`src/rtl/alu32_result_stage.sv`:
```
// -----------------------------------------------------------------------------
// alu32_result_stage
//
// Registered output stage behind the ALU's final 8-to-1 result select. Each
// accepted result is tagged with NZCV flags and queued in a 2-entry FIFO with
// valid/ready handshakes on both sides. A sticky flag records any accepted
// ADD/SUB that overflowed.
//
// Ports:
//   clk, reset            rising-edge clock, synchronous active-high reset
//   in_valid / in_ready   producer handshake (in_ready = count != 2)
//   in_result, in_op      selected result and opcode {s2,s1,s0}
//   in_c, in_v            adder carry-out / signed overflow
//   out_valid / out_ready consumer handshake
//   out_result, out_op    head entry payload (holds last value when empty)
//   out_n/z/c/v           head entry flags
//   count                 entries held (0..2)
//   sticky_v, clr_sticky  sticky overflow flag and its clear
// -----------------------------------------------------------------------------
module alu32_result_stage #(
  parameter int DEPTH = 2,  // fixed; pointers are 1 bit wide
  parameter int W     = 32
) (
  input  logic         clk,
  input  logic         reset,
  input  logic         in_valid,
  output logic         in_ready,
  input  logic [W-1:0] in_result,
  input  logic [2:0]   in_op,
  input  logic         in_c,
  input  logic         in_v,
  output logic         out_valid,
  input  logic         out_ready,
  output logic [W-1:0] out_result,
  output logic [2:0]   out_op,
  output logic         out_n,
  output logic         out_z,
  output logic         out_c,
  output logic         out_v,
  output logic [1:0]   count,
  output logic         sticky_v,
  input  logic         clr_sticky
);

  typedef struct packed {
    logic [W-1:0] result;
    logic [2:0]   op;
    logic         n;
    logic         z;
    logic         c;
    logic         v;
  } entry_t;

  entry_t     mem [2];
  entry_t     head_q, head_d, new_entry;
  logic       wr_ptr, rd_ptr, rd_d;
  logic [1:0] count_q, count_d;
  logic       push, pop, is_arith;

  assign in_ready  = (count_q != 2'(DEPTH));
  assign out_valid = (count_q != 2'd0);
  assign push      = in_valid & in_ready;
  assign pop       = out_valid & out_ready;
  // Opcodes 110 (ADD) and 111 (SUB) are the only ones driven by the adder.
  assign is_arith  = in_op[2] & in_op[1];

  // NOTE: every always_comb output gets a default first so no latch is inferred.
  always_comb begin
    new_entry.result = in_result;
    new_entry.op     = in_op;
    new_entry.n      = in_result[W-1];
    new_entry.z      = (in_result == '0);
    new_entry.c      = is_arith & in_c;
    new_entry.v      = is_arith & in_v;
  end

  always_comb begin
    count_d = count_q;
    case ({push, pop})
      2'b10:   count_d = count_q + 2'd1;
      2'b01:   count_d = count_q - 2'd1;
      default: count_d = count_q;
    endcase
  end

  // The output register tracks whatever will be at the head after this edge.
  // When the incoming entry lands in the slot that becomes the head (push into
  // an empty FIFO, or push+pop with one entry) it bypasses the memory.
  always_comb begin
    head_d = head_q;
    rd_d   = rd_ptr ^ pop;
    if (count_d != 2'd0) begin
      if (push && (rd_d == wr_ptr)) head_d = new_entry;
      else                          head_d = mem[rd_d];
    end
  end

  // NOTE: the entry storage carries no reset; count and pointers alone
  // decide what is valid, so stale slot contents are never observed.
  always_ff @(posedge clk) begin
    if (!reset && push) mem[wr_ptr] <= new_entry;
  end

  // NOTE: sequential state uses non-blocking assignments only.
  always_ff @(posedge clk) begin
    if (reset) begin
      count_q  <= 2'd0;
      wr_ptr   <= 1'b0;
      rd_ptr   <= 1'b0;
      head_q   <= '0;
      sticky_v <= 1'b0;
    end else begin
      count_q <= count_d;
      wr_ptr  <= wr_ptr ^ push;
      rd_ptr  <= rd_d;
      head_q  <= head_d;
      // A coinciding set takes priority over the clear.
      if (push && is_arith && in_v) sticky_v <= 1'b1;
      else if (clr_sticky)          sticky_v <= 1'b0;
    end
  end

  assign count      = count_q;
  assign out_result = head_q.result;
  assign out_op     = head_q.op;
  assign out_n      = head_q.n;
  assign out_z      = head_q.z;
  assign out_c      = head_q.c;
  assign out_v      = head_q.v;

endmodule
```
`config.mk`:
```
export PLATFORM = sky130hd
export DESIGN_NAME = alu32_result_stage
export DESIGN_NICKNAME = d
export VERILOG_FILES = /design/src/rtl/alu32_result_stage.sv
export SDC_FILE = /design/constraint.sdc
export NUM_CORES = 1
export LEC_CHECK = 0
export CORE_ASPECT_RATIO = 1.2
export CORE_MARGIN = 5
export CORE_UTILIZATION = 45
export DETAILED_ROUTE_END_ITERATION = 10
export PLACE_DENSITY = 0.76
export SETUP_SLACK_MARGIN = 0.5
export SYNTH_ARGS = -nofsm -noshare
export SYNTH_HDL_FRONTEND = slang
export SYNTH_SLANG_ARGS = --single-unit
```
`constraint.sdc`:
```
create_clock -name clk -period 2.83 [get_ports clk]
set_input_delay 0.566 -clock clk [delete_from_list [all_inputs] [get_ports clk]]
set_output_delay 0.566 -clock clk [all_outputs]
set_load 0.01 [all_outputs]
```
==> run_results.csv <==
group,metric,value,unit
placement,dp_hpwl,7060,µm
timing,worst_pin_slew,0.419,ns
die,fp.dieH,125,µm
synth,seq_area_frac_synth,0.638,
clock_tree,clock_tree.root_cell,"clkbuf_16",
synth,postSynthCellCount,338,
setup_path,crit_type,"in2reg",
timing,hold_ws,0.470,ns
placement,port_buffers,85,
timing,rsz0062_at_grt,"no",
finish,diodes,0,
status,status,"complete, no violations",
synth,synth_nets,381,
die,dieWidth,105,µm
synth,synth_seq_cells,119,
synth,async_flop_share,0,
die,core,0.0106,mm²
global_route,grt_max_degree,39,
synth,synth-main-ff-cell,"edfxtp_1",
setup_path,worstSetupEndpointType,"flop",
die,placement_rows,41,
clock_tree,clock_latency,0.40,ns
timing,max_freq,458,MHz
setup_path,startpoint_type,"input port",
min_path,hold_path_class,"reg2reg",
clock_tree,hold_buffers,0,
synth,yosysWarnings,0,
synth,yosysUniqueCellTypes,47,
routing,drc,0,
power,power.density,1090,mW/mm²
run,drv_cap,0,
setup_path,critPathSlowestCell,"clkdlybuf4s50_1",
clock_tree,numCtsBuffers,17,
power,vdd_drop_max,695,µV
die,ios,86,
routing,routed_wl,10500,µm
synth,avgSynthCellArea,14.6,µm²
timing,relSlewSlack,0.718,
routing,num_vias,3075,
setup_path,required,3.10,ns
global_route,grt_use_total,0.166,
routing,drt_iter0_drc,172,
timing,finalSetupViolCount,0,
clock_tree,clockBufferDepth,2,
routing,viasPerCell,5.25,
routing,ant_nets,0,
setup_path,crit_buf_inv,2,
timing,worst_slack,0.645,ns
die,start_util,0.464,
setup_path,cp.arrival,2.46,ns
routing,wire_per_inst,17.9,µm
timing,fin_crit,2.19,ns
power,p_leak,2.41,nW
synth,yosys.area.top_type,"edfxtp_1",
timing,fin_skew,0.00943,ns
finish,fin_area,0.00657,mm²
synth,synth_edf_count,76,
setup_path,crit_chain,"clkdlybuf4s50_1, nand2_2, ha_4, and4bb_1, or2_4, buf_4, a2111oi_2, nor4_1",
timing,hold_viol,0,
clock_tree,cts_tree,"built",
global_route,grt_pass1_vias,3302,
routing,first_pass_iters,4,
synth,synthTopCellsByArea,"edfxtp_1 (46%), dfxtp_1 (17%), o221ai_2 (8.8%)",
setup_path,max_stage_delay,0.50,ns
timing,drv_slew,0,
finish,layout-drive-gt1-share,0.212,
setup_path,path_max_fanout,6,
clock_tree,htreeDepth,4,
placement,preCtsSetupSlack,0.0955,ns
setup_path,cp_top_family,"simple AND/OR/NAND/NOR gates",
finish,fin_nets,487,
synth,synth_top_area_share,0.464,
die,die_area,0.0131,mm²
placement,place_congestion,0.787,
global_route,grt_pass1_wl,16800,µm
timing,finalCritPeriodShare,0.772,
clock_tree,cts.sinks,119,
placement,placed_cell_area,0.00598,mm²
global_route,grt_overflow_total,0,
finish,areaGrowthSynthToFinish,33.3,%
synth,synth_area,0.00492,mm²
clock_tree,clk_pin_slew,0.05,ns
timing,setup-tns-final,0,ns
global_route,antenna_found_initial,0,
finish,nFillCells,827,
-- stage by stage --
| stage | power (mW) | utilization | std cells |
|---|---|---|---|
| floorplan | 4.34 | - | 338 |
| global placement | 5.14 | 0.563 | 550 |
| detailed placement | 5.22 | 0.563 | 550 |
| CTS | 7.18 | 0.614 | 582 |
| global route | 7.52 | 0.618 | 586 |
| finish | 7.17 | 0.618 | 586 |
-- per-layer routing --
metal | wire length [µm] | GRT usage | vias up | share of wire
li1 | - | - | 1474 | -
met1 | 4250 | 0.185 | 1496 | 0.40
met2 | 5510 | 0.289 | 94 | 0.52
met3 | 581 | 0.0591 | 11 | 0.055
met4 | 162 | 0.0618 | 0 | 0.015
met5 | 0 | 0 | - | 0
-- flip-flops by register name (all words and copies together), names as in the netlist --
name,flops
mem,76
out_result,31
out_op,3
count,2
out_c,1
out_n,1
out_v,1
out_z,1
rd_ptr,1
sticky_v,1
wr_ptr,1
-- worst paths after layout --
kind / startpoint / endpoint / slack, ns / cells past startpoint
worst min register to register: out_v / out_v / 0.47 / 2
worst max-delay path: in_valid / out_z / 0.64 / 8
worst max register to register: count[1] / out_op[0] / 0.68 / 9
worst min-delay path: out_v / out_v / 0.47 / 2
-- layout by cell type, fill, tap and decap left out, types with 2 or more instances in the layout --
master	instances
nand3_4	2
a21oi_1	3
clkinvlp_4	4
and3_1	2
nand2_1	36
xnor2_4	2
clkbuf_1	5
o221ai_2	29
xor2_1	2
mux2i_1	35
edfxtp_1	76
buf_4	13
nand4_1	2
o221ai_1	5
o211ai_1	2
mux2_1	2
buf_12	6
clkbuf_16	17
clkinv_2	4
clkdlybuf4s50_1	85
nor2_1	8
dfxtp_1	41
or3_1	3
nor4_1	9
inv_1	34
-- synth_stat cells, types with 2 or more instances --
library cell / count
dfxtp_1: 43
a21oi_1: 3
buf_4: 4
mux2i_1: 35
mux2_1: 2
o211ai_1: 2
inv_1: 34
buf_12: 3
nand4_1: 2
nand3_4: 2
buf_6: 5
or3_1: 3
o221ai_2: 29
o221ai_1: 5
nand2_1: 37
nor2_1: 9
and3_1: 2
nor4_1: 9
edfxtp_1: 76
xor2_1: 2
xnor2_2: 2
buf_2: 4
-- worst register-to-register path: stages (launching register included) --
cell	delay, ns
dfxtp_4	0.38
or2b_4	0.30
nand2_2	0.11
ha_4	0.22
nand3b_1	0.17
a21oi_2	0.24
or2_4	0.18
nand2_4	0.05
buf_12	0.18
o221ai_1	0.23
-- cells by family (layout without fill, tap and decap cells) --
logic type,Yosys count,count (layout),share of synthesized area
DFF,119,119,0.638
and+or+nand+nor,77,77,0.0874
buffers and inverters,52,171,0.0615
AOI/OAI and AO/OA,46,46,0.117
muxes,37,37,0.0757
xor gates and xnor gates,6,6,0.0175
adders and majority gates,1,1,0.00254
-- layout make-up --
cell class                      instances  area, µm²  share of cell area
Clock buffer                           23        458              0.0698
Tap cell                              129        161              0.0246
Multi-Input combinational cell        167       1520               0.231
Sequential cell                       119       3150               0.480
Timing Repair Buffer                  104       1070               0.163
Inverter                               35        131              0.0200
Clock inverter                          9       80.1              0.0122
-- power by group --
group / switching [mW] / internal [mW]
clock network: 0.715 / 1.22
logic: 1.40 / 1.44
registers: 0.194 / 2.21
total: 2.31 / 4.86
-- repair_timing --
item / 4_1_cts / 5_1_grt
setup endpoints to repair: 36 / 38
hold endpoints to repair: 0 / 0
pin swaps: 0 / 2
gates cloned: 0 / 0
resized for setup: 1 / 4
setup buffers: 0 / 4
(Power assumes the default switching activity.)
